<file path="config.mk">
export PLATFORM = sky130hd
export DESIGN_NAME = fft_phase_sequencer
export DESIGN_NICKNAME = d
export VERILOG_FILES = /design/src/rtl/fft_phase_sequencer.sv
export SDC_FILE = /design/constraint.sdc
export NUM_CORES = 1
export LEC_CHECK = 0
export CAP_MARGIN = 20
export CORE_MARGIN = 2
export CORE_UTILIZATION = 45
export DETAILED_ROUTE_END_ITERATION = 8
export PLACE_DENSITY = 0.74
export SKIP_LAST_GASP = 1
export SLEW_MARGIN = 25
export SYNTH_ARGS = -nofsm -noshare
export SYNTH_HDL_FRONTEND = slang
export SYNTH_SLANG_ARGS = --single-unit
export TNS_END_PERCENT = 30
</file>
<file path="constraint.sdc">
create_clock -name clk_100 -period 1.5 [get_ports clk_100]
set_clock_uncertainty 0.05 [all_clocks]
set_input_delay 0.15 -clock clk_100 [delete_from_list [all_inputs] [get_ports clk_100]]
set_output_delay 0.15 -clock clk_100 [all_outputs]
set_load 0.01 [all_outputs]
</file>
<file path="src/rtl/fft_phase_sequencer.sv">
`default_nettype none
// ============================================================================
// fft_phase_sequencer : phase/stage control sequencer for the FFT datapath.
// Optional macro FFT_SEQ_STALL_EN adds a stall input that freezes RUN.
// Revision: 1.0
// ============================================================================
module fft_phase_sequencer #(
   parameter int NUM_PHASES   = 4,
   parameter int PHASE_CYCLES = 1,
   parameter int NUM_STAGES   = 5,
   localparam int SEL_W   = (NUM_PHASES > 1) ? $clog2(NUM_PHASES) : 1,
   localparam int STAGE_W = (NUM_STAGES > 1) ? $clog2(NUM_STAGES) : 1
) (
   input  logic                  clk_100,
   input  logic                  reset_n,
   input  logic                  start,
`ifdef FFT_SEQ_STALL_EN
   input  logic                  stall,
`endif
   input  logic                  abort,
   output logic [NUM_PHASES-1:0] enable,
   output logic [SEL_W-1:0]      SEL,
   output logic [STAGE_W-1:0]    stage,
   output logic                  busy,
   output logic                  done
);

   localparam int DW_W = (PHASE_CYCLES > 1) ? $clog2(PHASE_CYCLES) : 1;
   localparam logic [DW_W-1:0]    DW_LAST = DW_W'(PHASE_CYCLES - 1);
   localparam logic [SEL_W-1:0]   PH_LAST = SEL_W'(NUM_PHASES - 1);
   localparam logic [STAGE_W-1:0] ST_LAST = STAGE_W'(NUM_STAGES - 1);

   typedef enum logic [1:0] {
      S_IDLE = 2'd0,
      S_RUN  = 2'd1,
      S_DONE = 2'd2
   } state_t;

   state_t               state_q, state_d;
   logic [DW_W-1:0]      dwell_q, dwell_d;
   logic [SEL_W-1:0]     phase_q, phase_d;
   logic [STAGE_W-1:0]   stage_q, stage_d;
   logic [NUM_PHASES-1:0] enable_q, enable_d;
   logic                 busy_q, busy_d;
   logic                 done_q, done_d;
   logic                 hold_run;
   logic                 bad_count;

`ifdef FFT_SEQ_STALL_EN
   assign hold_run = stall;
`else
   assign hold_run = 1'b0;
`endif

   // Out-of-range counter encodings are treated as corruption and drop to IDLE.
   assign bad_count = (32'(phase_q) >= 32'(NUM_PHASES)) ||
                      (32'(stage_q) >= 32'(NUM_STAGES));

   always_comb begin
      state_d = state_q;
      dwell_d = dwell_q;
      phase_d = phase_q;
      stage_d = stage_q;
      case (state_q)
         S_IDLE: begin
            dwell_d = '0;
            phase_d = '0;
            stage_d = '0;
            if (start) begin
               state_d = S_RUN;
            end
         end
         S_RUN: begin
            if (abort || bad_count) begin
               state_d = S_IDLE;
               dwell_d = '0;
               phase_d = '0;
               stage_d = '0;
            end else if (!hold_run) begin
               if (dwell_q != DW_LAST) begin
                  dwell_d = dwell_q + DW_W'(1);
               end else begin
                  dwell_d = '0;
                  if (phase_q != PH_LAST) begin
                     phase_d = phase_q + SEL_W'(1);
                  end else begin
                     phase_d = '0;
                     if (stage_q != ST_LAST) begin
                        stage_d = stage_q + STAGE_W'(1);
                     end else begin
                        stage_d = '0;
                        state_d = S_DONE;
                     end
                  end
               end
            end
         end
         S_DONE: begin
            state_d = S_IDLE;
            dwell_d = '0;
            phase_d = '0;
            stage_d = '0;
         end
         default: begin
            state_d = S_IDLE;
            dwell_d = '0;
            phase_d = '0;
            stage_d = '0;
         end
      endcase
   end

   // Outputs are derived from the next state so they register in step with it.
   always_comb begin
      enable_d = '0;
      if (state_d == S_RUN) begin
         enable_d = NUM_PHASES'(1) << phase_d;
      end
      busy_d = (state_d == S_RUN);
      done_d = (state_d == S_DONE);
   end

   always_ff @(posedge clk_100 or negedge reset_n) begin
      if (!reset_n) begin
         state_q  <= S_IDLE;
         dwell_q  <= '0;
         phase_q  <= '0;
         stage_q  <= '0;
         enable_q <= '0;
         busy_q   <= 1'b0;
         done_q   <= 1'b0;
      end else begin
         state_q  <= state_d;
         dwell_q  <= dwell_d;
         phase_q  <= phase_d;
         stage_q  <= stage_d;
         enable_q <= enable_d;
         busy_q   <= busy_d;
         done_q   <= done_d;
      end
   end

   assign enable = enable_q;
   assign SEL    = phase_q;
   assign stage  = stage_q;
   assign busy   = busy_q;
   assign done   = done_q;

endmodule
`default_nettype wire

</file>
==> flow_summary_export.csv <==
group,metric,value,unit
run_status,status,"complete, no violations",
worst_setup_path,required,1.30,ns
grt,first_global_vias,416,
grt,antenna_found_initial,0,
worst_setup_path,regToRegEndpoint,"SEL[0]",
synth,synth_mux_area_share,0,%
cts,hold_buffers,0,
synth,synth_area,606,sq um
detailed_routing,ant_nets,0,
power,leakagePower,0.000384,uW
synth,synth_top_family_by_area,"simple AND/OR/NAND/NOR gates",
worst_setup_path,cp_num_cells,1,
cts,cts_buffers,3,
final_layout,fillers,118,
synth,yosys.area.top_type_share,53.7,%
grt,grt.total_usage,18.6,%
worst_setup_path,cp_num_buf_inv,1,
cts,cts_buffer_depth,2,
detailed_routing,drt_wl_total,1100,um
cts,clock-root-buffer,"clkbuf_4",
grt,grt_max_degree,14,
grt,grt_overflow,0,
sta,fin_tns_setup,0,ns
detailed_routing,viasPerCell,5.13,
cts,cts_sinks,13,
synth,yosysMostFrequentCell,"dfrtp_1",
placement,hpwl,853,um
sta,maxSlewHeadroom,81.6,%
worst_setup_path,r2r_start,"stage[0]",
die,coreArea,1280,sq um
detailed_routing,dr.first_iter.drc_count,4,
synth,synthCells,53,
power,power_density,896,nW/um^2
synth,synth-simple-area-share,22.7,%
grt,grt_pass1_wl,1860,um
die,start_util,47.1,%
worst_setup_path,r2r_cells,5,
sta,drv_slew,0,
synth,yosysUniqueCellTypes,21,
worst_hold_path,hold_path_class,"in -> async",
sta,finalCritPeriodShare,99.8,%
synth,syn_area_per_cell,11.4,sq um
detailed_routing,drc,0,
synth,synthAdderAreaFrac,8.26,%
sta,setup_viol,0,
synth,synthTopCellsByCount,"dfrtp_1, nor2_1, a21oi_1, ha_1, inv_1",
worst_setup_path,cpPeakStageDelay,0.57,ns
synth,synth_edf_count,0,
final_layout,insertedDiodeCount,0,
worst_setup_path,slowest_stage,"clkdlybuf4s50_1",
worst_setup_path,start_kind,"register",
die,die_y,40.7,um
sta,worst_pin_slew,0.275,ns
final_layout,area_delta_synth_final,35.7,%
placement,port_buffers,14,
die,ios,15,
detailed_routing,drt_pass1_iterations,4,
final_layout,layoutNonFillerInstCount,90,
synth,synth_top_cells_by_area,"dfrtp_1, ha_1, nor2_1",
worst_setup_path,crit_chain,"clkdlybuf4s50_1",
die,die-area,1660,sq um
cts,clk_pin_slew,0.08,ns
synth,ys_async_sr_fraction,100,%
synth,synthFlopType,"dfrtp_1",
worst_setup_path,cp.arrival,1.30,ns
die,die_width,40.7,um
detailed_routing,wire_per_inst,12.3,um
synth,synth_xor_area_share,0,%
worst_setup_path,crit_family,"buffers and inverters",
sta,rsz0062_at_grt,"true",
synth,ys.warnings.count,0,
synth,synth_seq_cells,13,
synth,yosys.area.top_type,"dfrtp_1",
sta,min_period,1.50,ns
placement,place.gp.congestion,0.820,
placement,dp.cells,86,
synth,ys_seq_area_share,53.7,%
sta,hold_violations,0,
worst_setup_path,end_kind,"output port",
flow_run,drv_cap,0,
final_layout,drive_above_1_share,21.3,%
cts,clock_latency,0.28,ns
die,num_rows,13,
cts,h-tree-depth,1,
sta,whs,0.115,ns
synth,synth_compound_area_share,10.1,%
synth,syn_nets,61,
worst_setup_path,critical_path_class,"reg -> out",
worst_setup_path,path_max_fanout,6,
cts,cts_tree,"yes",
detailed_routing,routed-via-count,462,
final_layout,fin_nets,84,
sta,max_freq,668,MHz
worst_setup_path,r2r_slack,0.09,ns
power,vdd_ir_drop_max,0.000475,V
## metal layers
metal  part of all wire, %  routed length, um  global-route usage (%)
met1                    47                514                    22.3
met2                    43                480                    26.6
met3                   4.8                 53                    6.52
met4                   5.1                 56                    15.0
met5                     0                  0                       0
## metrics by stage
step | utilization (%) | cell area [sq um] | power (uW) | setup slack, ns
floorplan | - | 606 | 455 | 0.0631
CTS | 63.7 | 818 | 746 | -0.0129
finish | 64.0 | 822 | 736 | 0.00235
detailed placement | 61.7 | 793 | 526 | 0.0847
global route | 64.0 | 822 | 783 | -0.0487
global placement | 61.7 | 793 | 523 | 0.122
## timing repair
action                                  CTS  global route
hold endpoints to repair                  0             0
endpoints found under the setup margin    3            10
gates resized for setup                   1             2
buffers inserted                          0             0
## state kept, by name, summed over array words and instances (netlist names)
register  count
enable        4
stage         3
SEL           2
state_q       2
busy          1
done          1
## placed cells by master, fill, tap and decap left out, drive strengths merged
master         count
nor3b              1
inv                4
a21oi              4
dlymetal6s2s       1
clkbuf             4
nand3b             1
dfrtp             13
or2b               1
dlygate4sd2        1
nor4               2
o21a               1
o21ai              2
nand2b             1
nor3               1
ha                 4
nand3              4
clkdlybuf4s50     12
nor4b              1
nand2              2
buf                6
a41o               2
nor2               7
## power by group
part	internal [uW]	switching [uW]	total, uW	leakage [uW]
sequential	371	11.3	383	0.000173
combinational	69.0	64.3	133	0.000197
clock	103	117	221	0.0000150
## worst max-delay path by stage
stage / start / end / slack, ns
floorplan: stage[1] / enable[0] / 0.06
global placement: stage[0] / SEL[0] / 0.12
detailed placement: stage[0] / stage[1] / 0.08
CTS: stage[1] / stage[1] / -0.01
global route: stage[2] / stage[2] / -0.05
finish: stage[2] / stage[2] / 0.002
## cell families (layout without fill, tap and decap cells)
kind of cell,count (synthesis),count (layout)
buffers and inverters,6,28
AO/OA/AOI/OAI,9,9
adder cells (fa/ha/maj),4,4
AND/OR/NAND/NOR,21,21
flip-flops,13,13
## final cells by class
type	count	area, sq um	share of cell area, %
inverter	4	15.0	1.83
tap	15	18.8	2.28
clock buffer	4	26.3	3.20
timing repair buffer	20	186	22.7
multi-input combinational	34	249	30.3
sequential	13	327	39.7
No activity file was read; power rests on OpenSTA's default activity.
